--- src/rtl/regfile_wb_arbiter.sv ---
// ============================================================================
// Module   : regfile_wb_arbiter
// Purpose  : Shares the register-file write port between core writeback and a
//            FIFO of CGRA results. Core has priority, with starvation relief.
//            Optional macro REGARB_STATS_EN adds saturating statistic outputs.
// Revision : 1.0 - initial release
// ============================================================================
`default_nettype none

module regfile_wb_arbiter #(
    parameter int DEPTH      = 4,
    parameter int STARVE_MAX = 8
) (
    input  logic                     clk_i,
    input  logic                     reset,
    input  logic                     core_we_i,
    input  logic [4:0]               core_rd_i,
    input  logic [31:0]              core_data_i,
    input  logic [3:0]               core_pos_i,
    output logic                     core_stall_o,
    input  logic                     cgra_valid_i,
    output logic                     cgra_ready_o,
    input  logic [4:0]               cgra_rd_i,
    input  logic [31:0]              cgra_data_i,
    input  logic [3:0]               cgra_pos_i,
    output logic                     RegWrite_o,
    output logic [4:0]               RDaddr_o,
    output logic [31:0]              RDdata_o,
    output logic [3:0]               is_pos_o,
    output logic [31:0]              pend_o,
    output logic [$clog2(DEPTH):0]   fifo_count_o
`ifdef REGARB_STATS_EN
    ,
    output logic [15:0]              stat_core_o,
    output logic [15:0]              stat_cgra_o,
    output logic [15:0]              stat_squash_o,
    output logic [15:0]              stat_stall_o
`endif
);

    localparam int AW = $clog2(DEPTH);
    localparam int CW = AW + 1;
    localparam int SW = $clog2(STARVE_MAX + 1);

    logic [4:0]       r_rd   [DEPTH];
    logic [31:0]      r_dat  [DEPTH];
    logic [3:0]       r_ps   [DEPTH];
    logic [DEPTH-1:0] r_vld;
    logic [AW-1:0]    r_wptr;
    logic [AW-1:0]    r_rptr;
    logic [CW-1:0]    r_count;
    logic [SW-1:0]    r_cnt;
    logic             r_stall;
    logic             r_we;
    logic [4:0]       r_addr;
    logic [31:0]      r_data;
    logic [3:0]       r_pos;

    logic             w_ready;
    logic             w_head_occ;
    logic             w_any_vld;
    logic             w_core_grant;
    logic             w_pop;
    logic             w_head_wr;
    logic             w_push;
    logic [SW-1:0]    w_cnt_inc;
    logic [DEPTH-1:0] w_vld_next;
    logic [31:0]      w_pend;

    assign w_ready      = (r_count < CW'(DEPTH));
    assign w_head_occ   = (r_count != '0);
    assign w_any_vld    = |r_vld;
    // During the stall cycle the core is never granted, even with nothing to drain.
    assign w_core_grant = !r_stall && core_we_i;
    assign w_pop        = w_head_occ && (r_stall || !core_we_i);
    assign w_head_wr    = w_pop && r_vld[r_rptr];
    assign w_push       = cgra_valid_i && w_ready && (cgra_rd_i != 5'd0);
    assign w_cnt_inc    = r_cnt + SW'(1);

    // Squash precedes the push so a same-cycle CGRA result for the same rd stays valid.
    always_comb begin
        w_vld_next = r_vld;
        if (w_core_grant && (core_rd_i != 5'd0)) begin
            for (int i = 0; i < DEPTH; i++) begin
                if (r_rd[i] == core_rd_i) begin
                    w_vld_next[i] = 1'b0;
                end
            end
        end
        if (w_pop) begin
            w_vld_next[r_rptr] = 1'b0;
        end
        if (w_push) begin
            w_vld_next[r_wptr] = 1'b1;
        end
    end

    always_comb begin
        w_pend = '0;
        for (int i = 0; i < DEPTH; i++) begin
            if (r_vld[i]) begin
                w_pend[r_rd[i]] = 1'b1;
            end
        end
    end

    always_ff @(posedge clk_i) begin
        if (reset) begin
            r_vld   <= '0;
            r_wptr  <= '0;
            r_rptr  <= '0;
            r_count <= '0;
            r_cnt   <= '0;
            r_stall <= 1'b0;
            r_we    <= 1'b0;
            r_addr  <= '0;
            r_data  <= '0;
            r_pos   <= '0;
        end else begin
            if (w_push) begin
                r_rd[r_wptr]  <= cgra_rd_i;
                r_dat[r_wptr] <= cgra_data_i;
                r_ps[r_wptr]  <= cgra_pos_i;
            end
            r_vld   <= w_vld_next;
            r_wptr  <= r_wptr + AW'(w_push);
            r_rptr  <= r_rptr + AW'(w_pop);
            r_count <= r_count + CW'(w_push) - CW'(w_pop);

            if (w_core_grant) begin
                r_we   <= (core_rd_i != 5'd0);
                r_addr <= core_rd_i;
                r_data <= core_data_i;
                r_pos  <= core_pos_i;
            end else if (w_head_wr) begin
                r_we   <= 1'b1;
                r_addr <= r_rd[r_rptr];
                r_data <= r_dat[r_rptr];
                r_pos  <= r_ps[r_rptr];
            end else begin
                r_we   <= 1'b0;
            end

            if (w_core_grant && w_any_vld) begin
                if (w_cnt_inc == SW'(STARVE_MAX)) begin
                    r_cnt   <= '0;
                    r_stall <= 1'b1;
                end else begin
                    r_cnt   <= w_cnt_inc;
                    r_stall <= 1'b0;
                end
            end else begin
                r_cnt   <= '0;
                r_stall <= 1'b0;
            end
        end
    end

    assign core_stall_o = r_stall;
    assign cgra_ready_o = w_ready;
    assign RegWrite_o   = r_we;
    assign RDaddr_o     = r_addr;
    assign RDdata_o     = r_data;
    assign is_pos_o     = r_pos;
    assign pend_o       = w_pend;
    assign fifo_count_o = r_count;

`ifdef REGARB_STATS_EN
    logic [15:0] r_st_core;
    logic [15:0] r_st_cgra;
    logic [15:0] r_st_squash;
    logic [15:0] r_st_stall;

    always_ff @(posedge clk_i) begin
        if (reset) begin
            r_st_core   <= '0;
            r_st_cgra   <= '0;
            r_st_squash <= '0;
            r_st_stall  <= '0;
        end else begin
            if (w_core_grant && (core_rd_i != 5'd0) && (r_st_core != 16'hFFFF)) begin
                r_st_core <= r_st_core + 16'd1;
            end
            if (w_head_wr && (r_st_cgra != 16'hFFFF)) begin
                r_st_cgra <= r_st_cgra + 16'd1;
            end
            if (w_pop && !r_vld[r_rptr] && (r_st_squash != 16'hFFFF)) begin
                r_st_squash <= r_st_squash + 16'd1;
            end
            if (r_stall && (r_st_stall != 16'hFFFF)) begin
                r_st_stall <= r_st_stall + 16'd1;
            end
        end
    end

    assign stat_core_o   = r_st_core;
    assign stat_cgra_o   = r_st_cgra;
    assign stat_squash_o = r_st_squash;
    assign stat_stall_o  = r_st_stall;
`endif

endmodule

`default_nettype wire

--- config.mk ---
export PLATFORM = sky130hd
export DESIGN_NAME = regfile_wb_arbiter
export DESIGN_NICKNAME = d
export VERILOG_FILES = /design/src/rtl/regfile_wb_arbiter.sv
export SDC_FILE = /design/constraint.sdc
export NUM_CORES = 1
export LEC_CHECK = 0
export CAP_MARGIN = 20
export CORE_UTILIZATION = 35
export CTS_CLUSTER_DIAMETER = 30
export DETAILED_ROUTE_END_ITERATION = 10
export REMOVE_ABC_BUFFERS = 1
export SLEW_MARGIN = 10
export SYNTH_ARGS = -nofsm -noshare
export SYNTH_HDL_FRONTEND = slang
export SYNTH_SLANG_ARGS = --single-unit
--- constraint.sdc ---
create_clock -name clk_i -period 8.45 [get_ports clk_i]
set_input_delay 2.535 -clock clk_i [delete_from_list [all_inputs] [get_ports clk_i]]
set_output_delay 2.535 -clock clk_i [all_outputs]
set_load 0.02 [all_outputs]
Yosys cells after proc, flatten, opt, wreduce, memory -nomap -nowiden
Memories as Yosys holds them, arrays and structs flattened. A register that Yosys moved wholly into a read port is not among the register bits.
Index checks and enable logic that the tools add are counted.
{ "word_totals": {"mem_count": 3, "reg_bits": 58, "in_bits": 86, "mem_bits_rw": 164, "output_inout_bits": 79, "word_cells": 106} }
{ "classes": {"n_eq_ne": 5, "bitwise_logic": 7, "magnitude_cmp": 13, "add_sub_neg": 5, "n_mux": 40, "n_reduce_logical": 23} }
{ "mem_list": {"columns": ["memory", "depth", "width", "read_ports", "rd_clocked_by_memory_dff", "wr", "line_no", "text"], "rows": [
  ["r_dat", 4, 32, 1, 1, 1, "46", "logic [31:0] r_dat [DEPTH];"],
  ["r_rd", 4, 5, 5, 1, 1, "45", "logic [4:0] r_rd [DEPTH];"],
  ["r_ps", 4, 4, 1, 1, 1, "47", "logic [3:0] r_ps [DEPTH];"]
]} }
{ "op_table": {"columns": ["cell", "count"], "rows": [
  ["32-bit 2-to-1 mux", 6],
  ["32-bit OR", 3],
  ["5-bit by 6-bit less-than comparator with 1-bit output (second input constant)", 4],
  ["1-bit demux with 5-bit select", 4],
  ["5-bit equality test", 4],
  ["5-bit by 1-bit >= comparator with 1-bit output (second input constant)", 4],
  ["4-bit 2-to-1 mux", 5],
  ["1-bit 2-to-1 mux", 17],
  ["1-bit logical AND", 13],
  ["5-bit 2-to-1 mux", 2],
  ["5-bit nonzero test", 2],
  ["2-bit by 3-bit less-than comparator with 1-bit output (second input constant)", 2],
  ["2-bit 2-to-1 mux", 3],
  ["2-bit by 1-bit adder with 2-bit output", 2],
  ["4-bit by 1-bit adder with 4-bit output (second input constant)", 1],
  ["4-bit bitwise AND", 1],
  ["1-bit demux with 2-bit select", 2],
  ["4-bit equality test (second input constant)", 1],
  ["2-bit by 1-bit >= comparator with 1-bit output (second input constant)", 2],
  ["4-bit inverter", 1],
  ["4-bit OR", 1],
  ["4-bit OR reduction", 1],
  ["3-bit by 1-bit adder with 3-bit output", 1],
  ["3-bit less-than comparator (second input constant)", 1],
  ["other kinds (9)", 10]
]} }

Depth between registers and ports, before layout
Gate-level depths: netlist (run 1).
{ "depth": {"ltp_word": 11, "mapped_depth": 10, "mapped_depth_nobuf": 10} }

Least setup slack after synthesis (run 1)
Ideal clock, no wire load.
{ "synth_path": {"path_type": "input-to-reg", "start": "in cgra_rd_i[3]", "end": "mem r_dat[2][0] (enable)", "t_arrival_ps": 7146, "path_slack_ps": 744, "cell_stages": 3, "setup_time_ps": 560, "path_buffers": 0, "required_time_ps": 7890, "path_cell_list": "or4_1 > o211ai_2 > nor4b_1"} }
{ "synth_between": {"elab_chain_cells": 5} }
{ "synth_rtl": {"columns": ["item", "line_no", "text"], "rows": [
  ["from (decl)", "23", "input logic [4:0] cgra_rd_i,"],
  ["5-bit nonzero test", "77", "assign w_push = cgra_valid_i && w_ready && (cgra_rd_i != 5'd0);"],
  ["1-bit logical AND", "77", null],
  ["1-bit 2-to-1 mux", "120", "if (w_push) begin"],
  ["1-bit 2-to-1 mux", "108", "if (reset) begin"],
  ["1-bit 2-to-1 mux (implied by the code)", "122", "r_dat[r_wptr] <= cgra_data_i;"],
  ["to (decl)", "46", null]
]} }
No other way between the ends.

==> qor.txt, run 1 <==
FF-to-FF Start = core_stall_o
Setup TNS = 0 ps
FMAX = 192 MHz
GRT Total Usage = 17.6%
Max-capacitance violation count = 0
FILL cells = 2502
Highest ir drop seen on vdd = 0.154 mV
Die Wd = 171 um
Die area = 0.0292 mm^2
DR vias = 6706
End-of-flow core utilization = 47.0%
GRT Residual Overflow = 0
Initial DRC count = 511
Pwr dens = 256 mW/mm^2
Post-Syn Area per Cell = 14.3 um^2
Critical Path Source Type = flop
Number of global-route vias before repair = 6816
N_diodes = 0
Tightest Hold Check Type = flop to flop
Slew headroom = 27.4%
# port buffers = 164
Worst-path cell chain = nand2_1, nor2_1, a22oi_1, o221ai_1, clkdlybuf4s50_1
Clock Latency Late Sink = 500 ps
Post-CTS sizing = 0
Post-synth EDFFs = 164
WP buf/inv = 1
CTS root buf = clkbuf_16
Initial Utilization = 35.7%
Final-report hold violation count = 0
Placed instance count = 1194
Clock Skew = 23.6 ps
Worst slew pin tran = 1090 ps
CP startpoint = r_rd[0][0]
Number of library cell types mapped by synthesis = 54
RR Endpoint = RDdata_o[18]
# DRC = 0
Worst EP required = 5920 ps
CTS Buffer Depth = 3
Row count = 61
RD Place Congestion = 0.906
Final Non-Filler Cells = 1259
CP delay by family, top = simple AND/OR/NAND/NOR gates
Top FF cell, synth = edfxtp_1
Post-layout nets = 947
Synth Instances = 699
Unrepaired setup endpoints after global routing = false
CORE AREA = 0.0279 mm^2
Worst R2R Setup Slack = 5460 ps
First-pass GRT wire length = 39.1 mm
Ys async rst share = 0%
Total setup buffers inserted after CTS = 0
Largest stage delay, worst path = 670 ps
Post-CTS Hold Buffers = 0
Die Y = 171 um
CP max FO = 8
Setup WS pre-CTS = 2860 ps
Critical Path Stages = 5
Ports = 165
CTS sink cnt = 222
Total Routed Length = 25.6 mm
Min setup slack post-route = 3230 ps
Synth warnings = 0
Share of cells above drive strength 1 = 22.6%
CTS buffer count = 36
Status = finished, final reports clean
Final worst-path cycle share = 61.7%
Htree depth = 2
Fin. max-slew vios = 0
Post-Syn Area = 0.00998 mm^2
Synth Register Bits = 222
First-pass detailed-route iteration total = 6
Worst setup EP type = primary output
CTS tree = yes
Antenna Violating Nets Remaining = 0
P_leak = 4.24 nW
Vias/cell = 5.33
Finish-stage setup viols = 0
Avg WL per Cell = 20.3 um
CP Capture Point = pend_o[9]
Seq/Total Area, Yosys = 61.0%
Largest net degree at the start of global routing = 57
DP HPWL = 15.9 mm
Worst EP arrival = 2680 ps
Initial antenna violation count = 2
Final critical-path required period = 5220 ps
Final Power = 3.36 mW
Worst setup path class = flop to primary output
Area delta synth->final = 31.4%
Reg2Reg Depth = 4
Clock transition at the registers of the reported paths = 50 ps
Slowest stage cell, crit path = clkdlybuf4s50_1
[cell usage in the layout, fill, tap and decap left out, types with 4 or more instances in the layout]
cell type          n
a211oi_2          36
a21oi_1            9
a221o_1           23
a22oi_1            7
and3_1             4
and3b_1            4
buf_4             10
clkbuf_1           4
clkbuf_16         37
clkdlybuf4s50_1  163
clkinv_2           7
clkinv_4           4
dfxtp_1           56
edfxtp_1         164
ha_1               5
inv_1              7
mux4_2            42
nand2_1           51
nand3_1            9
nand3b_1          11
nor2_1            28
nor2_2            30
nor3b_1           15
o211ai_1           7
o21ai_1           36
o221ai_1           7
o22ai_1           19
or3b_2             6
or4_1              5
xnor2_1           17
xor2_1             8
[sequential cells by signal, summed over array words and instances (netlist names)]
| name | count |
|---|---|
| r_wptr | 2 |
| is_pos_o | 4 |
| core_stall_o | 1 |
| RDdata_o | 32 |
| r_rd | 20 |
| RDaddr_o | 5 |
| r_ps | 16 |
| r_dat | 128 |
| r_cnt | 4 |
| r_rptr | 2 |
| RegWrite_o | 1 |
| fifo_count_o | 3 |
| r_vld | 4 |
[through the flow]
stage          area, um^2  hold slack (ps)
6_report            13100              448
5_1_grt             13100              481
4_1_cts             13100              450
3_5_place_dp        11900              444
3_3_place_gp        11900              443
2_1_floorplan        9690              427
[metal layers]
layer,global-route usage (%),routed length [um]
met1,22.7,10800
met2,29.2,12100
met3,4.63,2040
met4,5.12,525
met5,0,26
[Yosys cell counts, types with 4 or more instances]
cell type | n | area, um^2
a211oi_2 | 36 | 450
a21oi_1 | 9 | 45.0
a221o_1 | 23 | 230
a22oi_1 | 7 | 52.6
and3_1 | 4 | 25.0
and3b_1 | 4 | 35.0
buf_2 | 9 | 45.0
buf_6 | 8 | 90.1
clkbuf_1 | 35 | 131
dfxtp_1 | 58 | 1160
edfxtp_1 | 164 | 4920
ha_1 | 5 | 62.6
inv_1 | 8 | 30.0
mux4_2 | 42 | 946
nand2_1 | 51 | 191
nand3_1 | 9 | 45.0
nand3b_1 | 11 | 82.6
nor2_1 | 28 | 105
nor2_2 | 30 | 188
nor2b_1 | 4 | 25.0
nor3b_1 | 15 | 113
o211ai_1 | 7 | 52.6
o21ai_1 | 36 | 180
o221ai_1 | 7 | 61.3
o22ai_1 | 19 | 119
or3b_2 | 6 | 52.6
or4_1 | 5 | 37.5
xnor2_1 | 17 | 149
xor2_1 | 8 | 70.1
[how the worst min path moves through the flow]
stage	start	end	cells past startpoint	slack [ps]
floorplan	r_cnt[0]	r_cnt[0]	1	430
global placement	r_cnt[0]	r_cnt[0]	1	440
detailed placement	r_cnt[0]	r_cnt[0]	1	440
CTS	r_cnt[0]	r_cnt[0]	1	450
global route	r_cnt[0]	r_cnt[0]	1	480
finish	r_cnt[0]	r_cnt[0]	1	450
[worst register-to-register path: stages (launching register included)]
cell	delay, ps
dfxtp_1	380
nand2b_2	750
nand3_2	1060
o21ai_1	530
a211oi_2	110
[report_power, final]
group	total (mW)	internal [mW]	switching, mW
Combinational	0.591	0.309	0.282
Clock	1.41	0.914	0.496
Sequential	1.36	1.26	0.103
Total	3.36	2.48	0.880
[area by class of cell]
class | count | area (um^2) | share of cell area, %
repair buffers | 174 | 1730 | 13.2
clock inverters | 21 | 213 | 1.62
flip-flops and latches | 222 | 6090 | 46.4
multi-input cells | 413 | 3620 | 27.6
inverters | 8 | 30.0 | 0.229
well taps | 378 | 473 | 3.61
clock buffers | 43 | 968 | 7.38
[kinds of logic (layout without fill, tap and decap cells)]
| kind of cell | Yosys count | count (layout) | synth area share (%) |
|---|---|---|---|
| AOI/OAI and AO/OA | 155 | 155 | 13.0 |
| DFF | 222 | 222 | 61.0 |
| muxes | 43 | 43 | 9.58 |
| and+or+nand+nor | 184 | 184 | 10.2 |
| xor gates and xnor gates | 25 | 25 | 2.19 |
| buffers and inverters | 64 | 246 | 3.17 |
| adders and majority gates | 6 | 6 | 0.827 |
No activity file was read; power rests on OpenSTA's default activity.
==> run 2, diff against run 1 <==
==> constraint.sdc (replaced) <==
create_clock -name clk_i -period 4.7 [get_ports clk_i]
set_input_delay 1.41 -clock clk_i [delete_from_list [all_inputs] [get_ports clk_i]]
set_output_delay 1.41 -clock clk_i [all_outputs]
set_load 0.02 [all_outputs]
==> run 2 against run 1 <==
Sequential share of layout area decreased by 1.2 points. Critical endpoint unchanged. Wire length increased by 3.5%. Largest cell class unchanged. Largest power group unchanged. Clock skew decreased by 4.0 ps. Hold slack improved by 11 ps.
==> qor.txt, run 2 (synthesis gave the netlist of run 1 again) <==
Total Routed Length = 26.4 mm (was 25.6 mm)
Final critical-path required period = 4080 ps
FF-to-FF Start = fifo_count_o[1] (was core_stall_o)
Status = finished, final reports clean (unchanged)
Total setup buffers inserted after CTS = 0 (unchanged)
Row count = 61 (unchanged)
Worst setup path class = flop to primary output (unchanged)
CTS sink cnt = 222 (unchanged)
CTS tree = yes (unchanged)
# port buffers = 164 (unchanged)
Worst setup EP type = primary output (unchanged)
Reg2Reg Depth = 10 (was 4)
Pwr dens = 484 mW/mm^2 (was 256 mW/mm^2)
Largest net degree at the start of global routing = 47 (was 57)
CTS Buffer Depth = 3 (unchanged)
Initial Utilization = 35.7% (unchanged)
Post-layout nets = 958 (was 947)
Highest ir drop seen on vdd = 0.285 mV (was 0.154 mV)
Worst EP arrival = 2670 ps (was 2680 ps)
CP startpoint = r_rd[0][0] (unchanged)
Slew headroom = 38.0% (was 27.4%)
Avg WL per Cell = 20.7 um (was 20.3 um)
GRT Total Usage = 18.3% (was 17.6%)
Critical Path Stages = 5 (unchanged)
CORE AREA = 0.0279 mm^2 (unchanged)
Ports = 165 (unchanged)
Die Wd = 171 um (unchanged)
Most frequent cells in the layout = edfxtp_1 (164), clkdlybuf4s50_1 (163), dfxtp_1 (56), nand2_1 (51), clkbuf_16 (45) (was edfxtp_1 (164), clkdlybuf4s50_1 (163), dfxtp_1 (56), nand2_1 (51), mux4_2 (42))
Antenna Violating Nets Remaining = 0 (unchanged)
Die Y = 171 um (unchanged)
Clock Latency Late Sink = 520 ps (was 500 ps)
GRT Residual Overflow = 0 (unchanged)
Worst R2R Setup Slack = 2250 ps (was 5460 ps)
Number of flip-flops in the largest register = 128 (unchanged)
Area delta synth->final = 35.0% (was 31.4%)
Max-capacitance violation count = 0 (unchanged)
Largest stage delay, worst path = 670 ps (about the same)
Unrepaired setup endpoints after global routing = false (unchanged)
Die area = 0.0292 mm^2 (unchanged)
End-of-flow core utilization = 48.2% (was 47.0%)
Final instance area = 0.0135 mm^2 (was 0.0131 mm^2)
Worst slew pin tran = 918 ps (was 1090 ps)
Leading cell type in the layout, fill and taps excluded = edfxtp_1 (unchanged)
RR Endpoint = fifo_count_o[2] (was RDdata_o[18])
Setup TNS = 0 ps (unchanged)
Final Power = 6.52 mW (was 3.36 mW)
Clock Skew = 19.6 ps (was 23.6 ps)
FMAX = 245 MHz
Initial DRC count = 620 (was 511)
DR vias = 6870 (was 6706)
RD Place Congestion = 0.893 (was 0.906)
Fin. max-slew vios = 0 (unchanged)
Post-CTS Hold Buffers = 0 (unchanged)
Tightest Hold Check Type = flop to flop (unchanged)
Slowest stage cell, crit path = clkdlybuf4s50_1 (unchanged)
Clock transition at the registers of the reported paths = 50 ps (about the same)
Worst-path cell chain = nand2_1, nor2_1, a22oi_1, o221ai_1, clkdlybuf4s50_1 (unchanged)
CP delay by family, top = buffers and inverters (was simple AND/OR/NAND/NOR gates)
Worst EP required = 3290 ps (was 5920 ps)
Htree depth = 2 (unchanged)
First-pass detailed-route iteration total = 5 (was 6)
Number of global-route vias before repair = 6918 (was 6816)
First-pass GRT wire length = 40.2 mm (was 39.1 mm)
Placement Cell Area = 0.0120 mm^2 (was 0.0119 mm^2)
Placed instance count = 1200 (was 1194)
CTS buffer count = 42 (was 36)
CP Capture Point = pend_o[9] (unchanged)
# DRC = 0 (unchanged)
Post-CTS sizing = 0 (unchanged)
Initial antenna violation count = 2 (unchanged)
CP max FO = 8 (unchanged)
Largest Register = r_dat (unchanged)
Share of cells above drive strength 1 = 24.1% (was 22.6%)
DP HPWL = 16.5 mm (was 15.9 mm)
Vias/cell = 5.37 (was 5.33)
Critical Path Source Type = flop (unchanged)
P_leak = 4.39 nW (was 4.24 nW)
Final Non-Filler Cells = 1279 (was 1259)
Final-report hold violation count = 0 (unchanged)
WP buf/inv = 1 (unchanged)
Final worst-path cycle share = 86.9%
CTS root buf = clkbuf_16 (unchanged)
Finish-stage setup viols = 0 (unchanged)
==> run 2: cell types whose count changed in the layout (fill, tap and decap cells not counted), moves of 2 or more <==
cell        previous run  this run
inv_8                  0         4
inv_6                  3         5
clkbuf_16             37        45
clkinv_1               1         3
buf_4                 10        13
clkinv_8               0         3
clkinvlp_4             3         8
clkbuf_8               2         0
clkinv_2               7         1
buf_12                 1         3
==> run 2: layout make-up <==
cell class / instances / area [um^2]
inverters: 8 / 30.0
flip-flops and latches: 222 / 6090
multi-input cells: 413 / 3620
clock buffers: 48 / 1140
repair buffers: 179 / 1790
clock inverters: 30 / 330
fillers: 2420 / 14500
diodes: 1 / 2.50
well taps: 378 / 473
==> run 2: report_power, final <==
part | switching, mW | leakage, nW | internal [mW]
Sequential | 0.0930 | 1.97 | 2.26
Clock | 1.05 | 0.690 | 1.95
Combinational | 0.598 | 1.74 | 0.570
==> run 2: routing by layer <==
layer	share of wire, %	track usage [%]	up-vias	wire length (um)
li1	-	-	3103	-
met2	46	29.0	361	12100
met3	9.4	5.32	65	2490
met4	2.9	7.10	2	778
met5	0.049	0	-	13
met1	42	23.6	3339	11100
==> run 2: per-stage QoR <==
step                      hold slack, ps  setup slack [ps]
after floorplan                      427             -1880
after global placement               446               432
after detailed placement             457               395
after CTS                            463               597
after global routing                 481               483
final                                459               617
==> run 2: worst min path at each step <==
stage / from / to / slack (ps) / cells after the start
detailed placement: r_cnt[0] / r_cnt[0] / 460 / 1
global placement: r_cnt[0] / r_cnt[0] / 450 / 1
CTS: r_cnt[0] / r_cnt[0] / 460 / 1
finish: r_cnt[0] / r_cnt[0] / 460 / 1
floorplan: r_cnt[0] / r_cnt[0] / 430 / 1
global route: r_cnt[0] / r_cnt[0] / 480 / 1
